--- config.mk ---
export PLATFORM = sky130hd
export DESIGN_NAME = color_sensor_emu_flat
export DESIGN_NICKNAME = d
export VERILOG_FILES = /design/src/rtl/color_sensor_emu_if.sv /design/src/rtl/color_sensor_emu.sv /design/src/flat_wrapper.sv
export SDC_FILE = /design/constraint.sdc
export NUM_CORES = 1
export LEC_CHECK = 0
export ABC_AREA = 0
export CAP_MARGIN = 20
export CORE_UTILIZATION = 50
export DETAILED_ROUTE_END_ITERATION = 8
export PLACE_DENSITY = 0.67
export SLEW_MARGIN = 40
export SYNTH_ARGS = -nofsm -noshare
export SYNTH_HDL_FRONTEND = slang
export SYNTH_SLANG_ARGS = --single-unit
--- constraint.sdc ---
create_clock -name clk -period 18.9 [get_ports clk]
set_input_delay 2.835 -clock clk [delete_from_list [all_inputs] [get_ports clk]]
set_output_delay 2.835 -clock clk [all_outputs]
set_load 0.01 [all_outputs]
--- src/rtl/color_sensor_emu_if.sv ---
// Pin bundle of the emulated colour sensor: filter/scale selects, enable, config port, output.
// Optional COLOR_EMU_PULSE_CNT_EN adds the pulse_count observation output.
interface color_sensor_emu_if;
    logic        select0;
    logic        select1;
    logic        select2;
    logic        select3;
    logic        EO;
    logic        cfg_valid;
    logic [1:0]  cfg_sel;
    logic [15:0] cfg_data;
    logic        cfg_ready;
    logic        freqOut;
`ifdef COLOR_EMU_PULSE_CNT_EN
    logic [15:0] pulse_count;
`endif

    modport master (
`ifdef COLOR_EMU_PULSE_CNT_EN
        input  pulse_count,
`endif
        output select0, select1, select2, select3, EO,
        output cfg_valid, cfg_sel, cfg_data,
        input  cfg_ready, freqOut
    );

    modport slave (
`ifdef COLOR_EMU_PULSE_CNT_EN
        output pulse_count,
`endif
        input  select0, select1, select2, select3, EO,
        input  cfg_valid, cfg_sel, cfg_data,
        output cfg_ready, freqOut
    );
endinterface

--- src/rtl/color_sensor_emu.sv ---
// Colour light-to-frequency sensor emulator: square wave whose half-period is the selected
// channel's base value times the output scale. COLOR_EMU_PULSE_CNT_EN adds a rising-edge counter.
module color_sensor_emu (
    input logic               clk,
    input logic               rst_n,
    color_sensor_emu_if.slave bus
);
    typedef enum logic [0:0] {StIdle, StPend} state_e;

    state_e           state_q, state_d;
    logic [3:0][15:0] base_q, base_d;
    logic [15:0]      shadow_q, shadow_d;
    logic [1:0]       pend_sel_q, pend_sel_d;
    logic [21:0]      cnt_q, cnt_d;
    logic             freq_q, freq_d;
    logic [1:0]       ch_q, sc_q;

    logic [1:0]  ch, sc;
    logic [5:0]  mult;
    logic [21:0] eff;
    logic        hold, changed, toggle;

    assign ch = {bus.select2, bus.select3};
    assign sc = {bus.select0, bus.select1};

    always_comb begin
        mult = 6'd0;
        unique case (sc)
            2'b00: mult = 6'd0;
            2'b01: mult = 6'd50;
            2'b10: mult = 6'd5;
            2'b11: mult = 6'd1;
        endcase
    end

    assign eff     = {6'd0, base_q[ch]} * {16'd0, mult};
    assign hold    = bus.EO | (sc == 2'b00) | (eff == 22'd0);
    assign changed = (ch != ch_q) | (sc != sc_q);
    assign toggle  = !hold && !changed && (cnt_q == eff - 22'd1);

    // Output divider: any decode change restarts the half-period but keeps the level.
    always_comb begin
        cnt_d  = cnt_q + 22'd1;
        freq_d = freq_q;
        if (hold) begin
            cnt_d  = 22'd0;
            freq_d = 1'b0;
        end else if (changed) begin
            cnt_d = 22'd0;
        end else if (toggle) begin
            cnt_d  = 22'd0;
            freq_d = ~freq_q;
        end
    end

    // Writes to the live channel wait in the shadow so the running half-period is untouched.
    always_comb begin
        state_d    = state_q;
        base_d     = base_q;
        shadow_d   = shadow_q;
        pend_sel_d = pend_sel_q;
        unique case (state_q)
            StIdle: begin
                if (bus.cfg_valid) begin
                    if (bus.cfg_sel != ch) begin
                        base_d[bus.cfg_sel] = bus.cfg_data;
                    end else begin
                        shadow_d   = bus.cfg_data;
                        pend_sel_d = bus.cfg_sel;
                        state_d    = StPend;
                    end
                end
            end
            StPend: begin
                if (toggle || changed || hold) begin
                    base_d[pend_sel_q] = shadow_q;
                    state_d            = StIdle;
                end
            end
            default: state_d = StIdle;
        endcase
    end

    always_ff @(posedge clk or negedge rst_n) begin
        if (!rst_n) begin
            state_q    <= StIdle;
            base_q     <= '0;
            shadow_q   <= '0;
            pend_sel_q <= '0;
            cnt_q      <= '0;
            freq_q     <= 1'b0;
            ch_q       <= '0;
            sc_q       <= '0;
        end else begin
            state_q    <= state_d;
            base_q     <= base_d;
            shadow_q   <= shadow_d;
            pend_sel_q <= pend_sel_d;
            cnt_q      <= cnt_d;
            freq_q     <= freq_d;
            ch_q       <= ch;
            sc_q       <= sc;
        end
    end

    assign bus.cfg_ready = (state_q == StIdle);
    assign bus.freqOut   = freq_q;

`ifdef COLOR_EMU_PULSE_CNT_EN
    logic [15:0] pc_q, pc_d;

    always_comb begin
        pc_d = pc_q;
        if (changed) begin
            pc_d = 16'd0;
        end else if (toggle && !freq_q) begin
            pc_d = pc_q + 16'd1;
        end
    end

    always_ff @(posedge clk or negedge rst_n) begin
        if (!rst_n) begin
            pc_q <= 16'd0;
        end else begin
            pc_q <= pc_d;
        end
    end

    assign bus.pulse_count = pc_q;
`endif
endmodule
--- src/flat_wrapper.sv ---
// flat-port wrapper written by rule: the top's interface ports become plain ports
module color_sensor_emu_flat 
  (clk, rst_n, bus_select0, bus_select1, bus_select2, bus_select3, bus_EO, bus_cfg_valid, bus_cfg_sel, bus_cfg_data, bus_cfg_ready, bus_freqOut);
  color_sensor_emu_if bus_i ();
  input logic clk;
  input logic rst_n;
  input wire logic [$bits(bus_i.select0)-1:0] bus_select0;
  input wire logic [$bits(bus_i.select1)-1:0] bus_select1;
  input wire logic [$bits(bus_i.select2)-1:0] bus_select2;
  input wire logic [$bits(bus_i.select3)-1:0] bus_select3;
  input wire logic [$bits(bus_i.EO)-1:0] bus_EO;
  input wire logic [$bits(bus_i.cfg_valid)-1:0] bus_cfg_valid;
  input wire logic [$bits(bus_i.cfg_sel)-1:0] bus_cfg_sel;
  input wire logic [$bits(bus_i.cfg_data)-1:0] bus_cfg_data;
  output wire logic [$bits(bus_i.cfg_ready)-1:0] bus_cfg_ready;
  output wire logic [$bits(bus_i.freqOut)-1:0] bus_freqOut;
  assign bus_i.select0 = bus_select0;
  assign bus_i.select1 = bus_select1;
  assign bus_i.select2 = bus_select2;
  assign bus_i.select3 = bus_select3;
  assign bus_i.EO = bus_EO;
  assign bus_i.cfg_valid = bus_cfg_valid;
  assign bus_i.cfg_sel = bus_cfg_sel;
  assign bus_i.cfg_data = bus_cfg_data;
  assign bus_cfg_ready = bus_i.cfg_ready;
  assign bus_freqOut = bus_i.freqOut;
  color_sensor_emu u_core (.clk(clk), .rst_n(rst_n), .bus(bus_i));
endmodule
==> run_results.csv, run 1 <==
group,metric,value,unit
setup_path,r2r-end,"u_core.base_q[37]$_DFFE_PN0P_",
layout,filler_cell_count,1673,
job,max_cap_violations,0,
floorplanning,num_io_pins,28,
sta,worst_slack,8.42,ns
sta,timing.hold.ws,0.480,ns
drt,dr.pass1.iters,5,
floorplanning,rows,50,
grt,antenna_found_initial,0,
drt,post_drt_wl_per_cell,17.8,um
synthesis,seq_area_frac_synth,28.9,%
sta,drv_slew,0,
floorplanning,fp.dieArea,0.0196,mm2
drt,remaining_drc_errors,0,
setup_path,critPathCaptureType,"register",
min_path,worstHoldPathType,"register to register",
clocking,cts_inserted_buffers,9,
synthesis,ys_ff_latch,110,
floorplanning,floorplan.initialDensity,50.9,%
layout,drive_gt1_share,12.4,%
layout,multiInputGateArea,0.00623,mm2
sta,skew,0.0130,ns
power_and_ir_drop,power,980,uW
power_and_ir_drop,p_seq_share,32.4,%
sta,max_slew.worst_pin.slew,0.798,ns
setup_path,path_class,"primary input to register",
synthesis,synth_edf_count,0,
synthesis,syn-num-nets,1074,
sta,finalHoldViolations,0,
layout,seq_area,0.00275,mm2
layout,syn2layout_area_growth,7.64,%
placement,place_congestion,0.838,
grt,grt_overflow_total,0,
grt,grt_max_degree,82,
setup_path,r2r-start,"u_core.base_q[39]$_DFFE_PN0P_",
layout,insertedDiodeCount,0,
layout,fin_nets,1077,
power_and_ir_drop,p_sw,387,uW
drt,final_antenna_net_count,0,
setup_path,startpoint_type,"primary input",
clocking,h-tree-depth,3,
sta,setup_viol,0,
sta,fin_crit_sh,55.4,%
drt,routed.top_layer,"met4",
power_and_ir_drop,sw_frac_of_total,39.5,%
floorplanning,core,0.0187,mm2
setup_path,required,19.14,ns
clocking,cts-hold-fix-buffers,0,
drt,dr_wl_met3,1010,um
clocking,cts_tree,"yes",
synthesis,syn-cell-area,0.00953,mm2
drt,dr_wl_met2,10400,um
floorplanning,dieHeight,140,um
setup_path,crit_start,"bus_select3",
placement,portBuffers,27,
drt,vias_per_cell,5.85,
setup_path,reg2regPathDepth,19,
sta,min_period,10.48,ns
clocking,clockRootBuffer,"clkbuf_16",
power_and_ir_drop,power_density,95.6,mW/mm2
clocking,clk_latency,0.36,ns
setup_path,crit_path_max_fanout,19,
grt,grt_pass1_wl,36300,um
drt,drt-initial-drc-count,360,
setup_path,cp-endpoint,"u_core.base_q[37]$_DFFE_PN0P_",
power_and_ir_drop,leakage,0.00457,uW
clocking,cts_setup_buffers,0,
setup_path,crit_arrival,10.71,ns
run_status,outcome,"finished, final reports clean",
grt,grtUsageTotal,23.5,%
drt,vias,7015,
synthesis,syn_avg_cell_area,9.94,um2
power_and_ir_drop,pwr-share-clk,18.8,%
setup_path,reg2reg_slack,11.42,ns
placement,dpl.hpwl,15600,um
drt,m1WireLength,9720,um
sta,rsz0062_at_grt,"false",
sta,setup_tns,0,ns
power_and_ir_drop,comb_power_share,48.8,%
clocking,numClockSinks,110,
clocking,ctsResizeCount,0,
synthesis,ys_warn_count,0,
floorplanning,chipWidth,140,um
power_and_ir_drop,p_int,593,uW
clocking,clk_path_buf_depth,2,
drt,wl,21400,um
grt,grt_pass1_vias,7022,
synthesis,syn_inst,959,
synthesis,synthFlopType,"dfrtp_1",
placement,dp_slack,7.90,ns
sta,maxSlewHeadroom,46.8,%
sta,clock.fmax,95.4,MHz
clocking,clk_pin_slew_worst_paths,0.08,ns
synthesis,async_flop_share,100,%
power_and_ir_drop,irDropWorstVdd,0.0000684,V
synthesis,ys_types,78,
sequential cells by signal, summed over array words and instances, names as in the netlist:
signal / flops
u_core.cnt_q: 22
u_core.shadow_q: 16
u_core.pend_sel_q: 2
u_core.state_q: 1
u_core.ch_q: 2
u_core.base_q: 64
u_core.bus.freqOut: 1
u_core.sc_q: 2
how the worst min path moves through the flow:
stage | slack [ns] | depth (start not counted) | from | to
2_1_floorplan | 0.45 | 1 | u_core.base_q[27]$_DFFE_PN0P_ | u_core.base_q[27]$_DFFE_PN0P_
3_3_place_gp | 0.46 | 1 | u_core.base_q[27]$_DFFE_PN0P_ | u_core.base_q[27]$_DFFE_PN0P_
3_5_place_dp | 0.47 | 1 | u_core.base_q[27]$_DFFE_PN0P_ | u_core.base_q[27]$_DFFE_PN0P_
4_1_cts | 0.48 | 1 | u_core.base_q[27]$_DFFE_PN0P_ | u_core.base_q[27]$_DFFE_PN0P_
5_1_grt | 0.51 | 1 | u_core.base_q[27]$_DFFE_PN0P_ | u_core.base_q[27]$_DFFE_PN0P_
6_report | 0.48 | 1 | u_core.base_q[27]$_DFFE_PN0P_ | u_core.base_q[27]$_DFFE_PN0P_
worst max-delay path: stages:
cell,delay [ns]
clkdlybuf4s50_1,0.45
buf_4,0.35
mux4_2,0.57
and2_1,0.23
fa_1,0.52
inv_1,0.05
fa_1,0.48
fa_1,0.49
inv_1,0.04
ha_1,0.47
o211a_1,0.22
a21boi_0,0.62
o21ai_0,0.24
a32o_1,0.32
or4_4,0.57
a2111oi_4,0.37
o2111ai_2,0.17
a2111oi_4,0.36
o211ai_4,0.24
o22ai_4,0.67
mux2_2,0.41
per-stage QoR:
step	cells	util, %	instance area [um2]
after floorplan	959	-	9530
after global placement	1185	53.3	9960
after detailed placement	1185	53.3	9970
after CTS	1200	54.8	10300
after global routing	1200	54.8	10300
final	1200	54.8	10300
area by class of cell:
class                   instances  share of cell area [%]
clock buffers                  10                    2.33
clock inverters                 5                   0.427
inverters                      94                    3.44
multi-input cells             710                    60.8
flip-flops and latches        110                    26.8
well taps                     234                    2.85
repair buffers                 37                    3.33
metal layers:
metal / up-vias / GRT usage [%]
met1: 3430 / 30.9
met2: 151 / 40.3
li1: 3408 / -
met4: 0 / 5.38
met5: - / 0
met3: 26 / 4.00
cells in the mapped netlist (all sizes together), types with 12 or more instances:
master,count,area (um2)
dfrtp,110,2750
inv,94,353
mux2,82,961
nand2,76,285
and2,52,328
ha,49,613
nor2,46,173
o21ai,45,225
fa,40,801
clkbuf,36,135
xnor2,32,280
nand3,27,135
xor2,24,210
nor3,23,115
a21oi,21,139
a22o,18,158
a32o,17,170
mux4,16,375
a21o,12,90.1
and3,12,75.1
power by group through the flow:
| stage | combinational (uW) | clock [uW] | sequential (uW) |
|---|---|---|---|
| CTS | 481 | 190 | 317 |
| global placement | 472 | 0 | 321 |
| detailed placement | 479 | 0 | 322 |
| finish | 478 | 184 | 318 |
| global route | 534 | 198 | 325 |
| floorplan | 384 | 0 | 311 |
layout by cell type (no fill, tap or decap), types with 32 or more instances in the layout:
cell / n
mux2_2: 42
dfrtp_1: 110
and2_1: 51
nor2_1: 45
fa_1: 40
inv_1: 93
xnor2_1: 32
nand2_1: 76
ha_1: 49
o21ai_0: 45
kinds of logic after synthesis:
logic type               count (synthesis)  synth area share (%)
AO/OA/AOI/OAI                          177                  14.6
XOR/XNOR                                60                  6.11
adder cells (fa/ha/maj)                 89                  14.8
buffers and inverters                  139                  5.99
flip-flops                             110                  28.9
multiplexers                            99                  14.1
AND/OR/NAND/NOR                        285                  15.4
No activity file was read; power rests on OpenSTA's default activity.
==> inputs of run 2 (changes only) <==
--- a/config.mk
+++ b/config.mk
@@ -9,7 +9,7 @@
 export CAP_MARGIN = 20
 export CORE_UTILIZATION = 50
 export DETAILED_ROUTE_END_ITERATION = 8
-export PLACE_DENSITY = 0.67
+export PLACE_DENSITY = 0.69
 export SLEW_MARGIN = 40
 export SYNTH_ARGS = -nofsm -noshare
 export SYNTH_HDL_FRONTEND = slang
==> constraint.sdc (replaced) <==
create_clock -name clk -period 9.52 [get_ports clk]
set_input_delay 1.428 -clock clk [delete_from_list [all_inputs] [get_ports clk]]
set_output_delay 1.428 -clock clk [all_outputs]
set_load 0.01 [all_outputs]
==> run_results.csv, run 2 (synthesis results as in run 1) <==
group,metric,value,unit
drt,wl,22000,um
min_path,hold_depth,1,
layout,top_register,"u_core.base_q",
sta,drv_slew,0,
sta,finalHoldViolations,0,
placement,placed_cells,1204,
drt,final_antenna_net_count,0,
setup_path,cp_slowest_cell,"mux4_1",
sta,fin_crit_sh,90.1,%
setup_path,path_class,"primary input to register",
layout,syn2layout_area_growth,9.47,%
sta,max_slew.worst_pin.slew,0.863,ns
floorplanning,fp.dieArea,0.0196,mm2
drt,dr.pass1.iters,5,
placement,dpl.hpwl,16500,um
clocking,cts_inserted_buffers,9,
setup_path,reg2regPathDepth,20,
floorplanning,core,0.0187,mm2
grt,grt_pass1_wl,36900,um
sta,min_period,8.57,ns
floorplanning,chipWidth,140,um
placement,portBuffers,27,
grt,grt_pass1_vias,7297,
setup_path,crit_path_max_fanout,15,
clocking,clk_latency,0.37,ns
min_path,worstHoldPathType,"register to register",
layout,fin_cells,1220,
drt,remaining_drc_errors,0,
floorplanning,rows,50,
grt,antenna_found_initial,0,
setup_path,slowest_delay,0.64,ns
drt,drt-initial-drc-count,425,
sta,clock.fmax,117,MHz
clocking,clk_path_buf_depth,2,
grt,grtUsageTotal,23.7,%
power_and_ir_drop,power_density,191,mW/mm2
setup_path,required,9.77,ns
clocking,clk_pin_slew_worst_paths,0.08,ns
clocking,clockRootBuffer,"clkbuf_16",
run_status,outcome,"finished, final reports clean",
layout,insertedDiodeCount,0,
sta,rsz0062_at_grt,"false",
placement,place_congestion,0.866,
clocking,cts_setup_buffers,0,
layout,reg.largest.list,"u_core.base_q x64, u_core.cnt_q x22, u_core.shadow_q x16",
layout,largest_register_ffs,64,
setup_path,critPathCaptureType,"register",
clocking,cts-hold-fix-buffers,0,
floorplanning,dieHeight,140,um
layout,drive_gt1_share,13.6,%
clocking,h-tree-depth,3,
sta,maxSlewHeadroom,42.5,%
drt,post_drt_wl_per_cell,18.0,um
layout,filler_cell_count,1634,
setup_path,startpoint_type,"primary input",
sta,skew,0.0164,ns
layout,mostFrequentLayoutCell,"dfrtp_1",
floorplanning,num_io_pins,28,
setup_path,crit_arrival,8.82,ns
clocking,cts_tree,"yes",
drt,vias_per_cell,5.90,
clocking,numClockSinks,110,
clocking,ctsResizeCount,0,
power_and_ir_drop,irDropWorstVdd,0.000137,V
setup_path,cp_cell_sequence,"clkdlybuf4s50_1 -> buf_4 -> mux4_1 -> and2_1 -> fa_1 -> inv_1 -> fa_1 -> fa_1 -> inv_1 -> ha_1 -> a21o_1 -> a221o_1 -> a221oi_1 -> o221ai_1 -> or3_1 -> nor3_1 -> o211ai_1 -> a211oi_1 -> buf_4 -> o211ai_4 -> o22ai_4 -> buf_4 -> mux2_2",
power_and_ir_drop,leakage,0.00468,uW
drt,vias,7199,
floorplanning,floorplan.initialDensity,50.9,%
job,max_cap_violations,0,
grt,grt_max_degree,57,
grt,grt_overflow_total,0,
sta,timing.hold.ws,0.484,ns
layout,layout.cells.most_common_list,"110 x dfrtp_1, 93 x inv_1, 76 x nand2_1",
sta,setup_tns,0,ns
layout,fin_nets,1096,
sta,setup_viol,0,
-- run 2: power breakdown --
part	internal [uW]	switching (uW)	total, uW
logic	434	536	970
clock network	186	203	389
registers	568	70.2	638
total	1190	809	2000
-- run 2: stage by stage --
step	utilization [%]	cell area, um2	worst slack, ns	total power [uW]
6_report	55.8	10400	0.947	2000
5_1_grt	55.8	10400	0.471	2140
4_1_cts	55.7	10400	0.954	2000
3_5_place_dp	54.2	10100	0.577	1610
3_3_place_gp	54.1	10100	0.582	1590
2_1_floorplan	-	9530	1.00	1380
-- run 2: layer usage --
metal / vias to the layer above / global-route usage [%] / part of all wire [%]
met5: - / 0 / 0
met4: 0 / 7.98 / 2.0
met3: 36 / 3.49 / 3.9
met2: 166 / 40.0 / 48
met1: 3545 / 31.3 / 46
li1: 3452 / - / -
-- run 2: final timing paths --
check                                                    from                       endpoint  slack (ns)
worst max-delay path                              bus_select3  u_core.base_q[32]$_DFFE_PN0P_        0.95
worst min-delay path            u_core.base_q[30]$_DFFE_PN0P_  u_core.base_q[30]$_DFFE_PN0P_        0.48
worst max register to register   u_core.base_q[8]$_DFFE_PN0P_  u_core.base_q[32]$_DFFE_PN0P_        2.44
worst min register to register  u_core.base_q[30]$_DFFE_PN0P_  u_core.base_q[30]$_DFFE_PN0P_        0.48
max in group asynchronous                               rst_n     u_core.cnt_q[19]$_DFF_PN0_        7.17
min in group asynchronous                               rst_n  u_core.base_q[10]$_DFFE_PN0P_        1.10
-- run 2: cell type report --
type / instances / area [um2] / share of cell area (%)
Tap cell: 234 / 293 / 2.81
Inverter: 94 / 353 / 3.38
Clock inverter: 6 / 67.6 / 0.648
Sequential cell: 110 / 2750 / 26.4
Clock buffer: 10 / 229 / 2.20
Multi-Input combinational cell: 710 / 6230 / 59.7
Timing Repair Buffer: 56 / 510 / 4.89
-- run 2: critical path, delay by kind of cell --
family,cells,cell delay [ns]
buf+inv,6,1.28
compound gates,8,2.24
simple gates,3,0.95
fa+ha+maj,4,1.89
mux,2,1.01
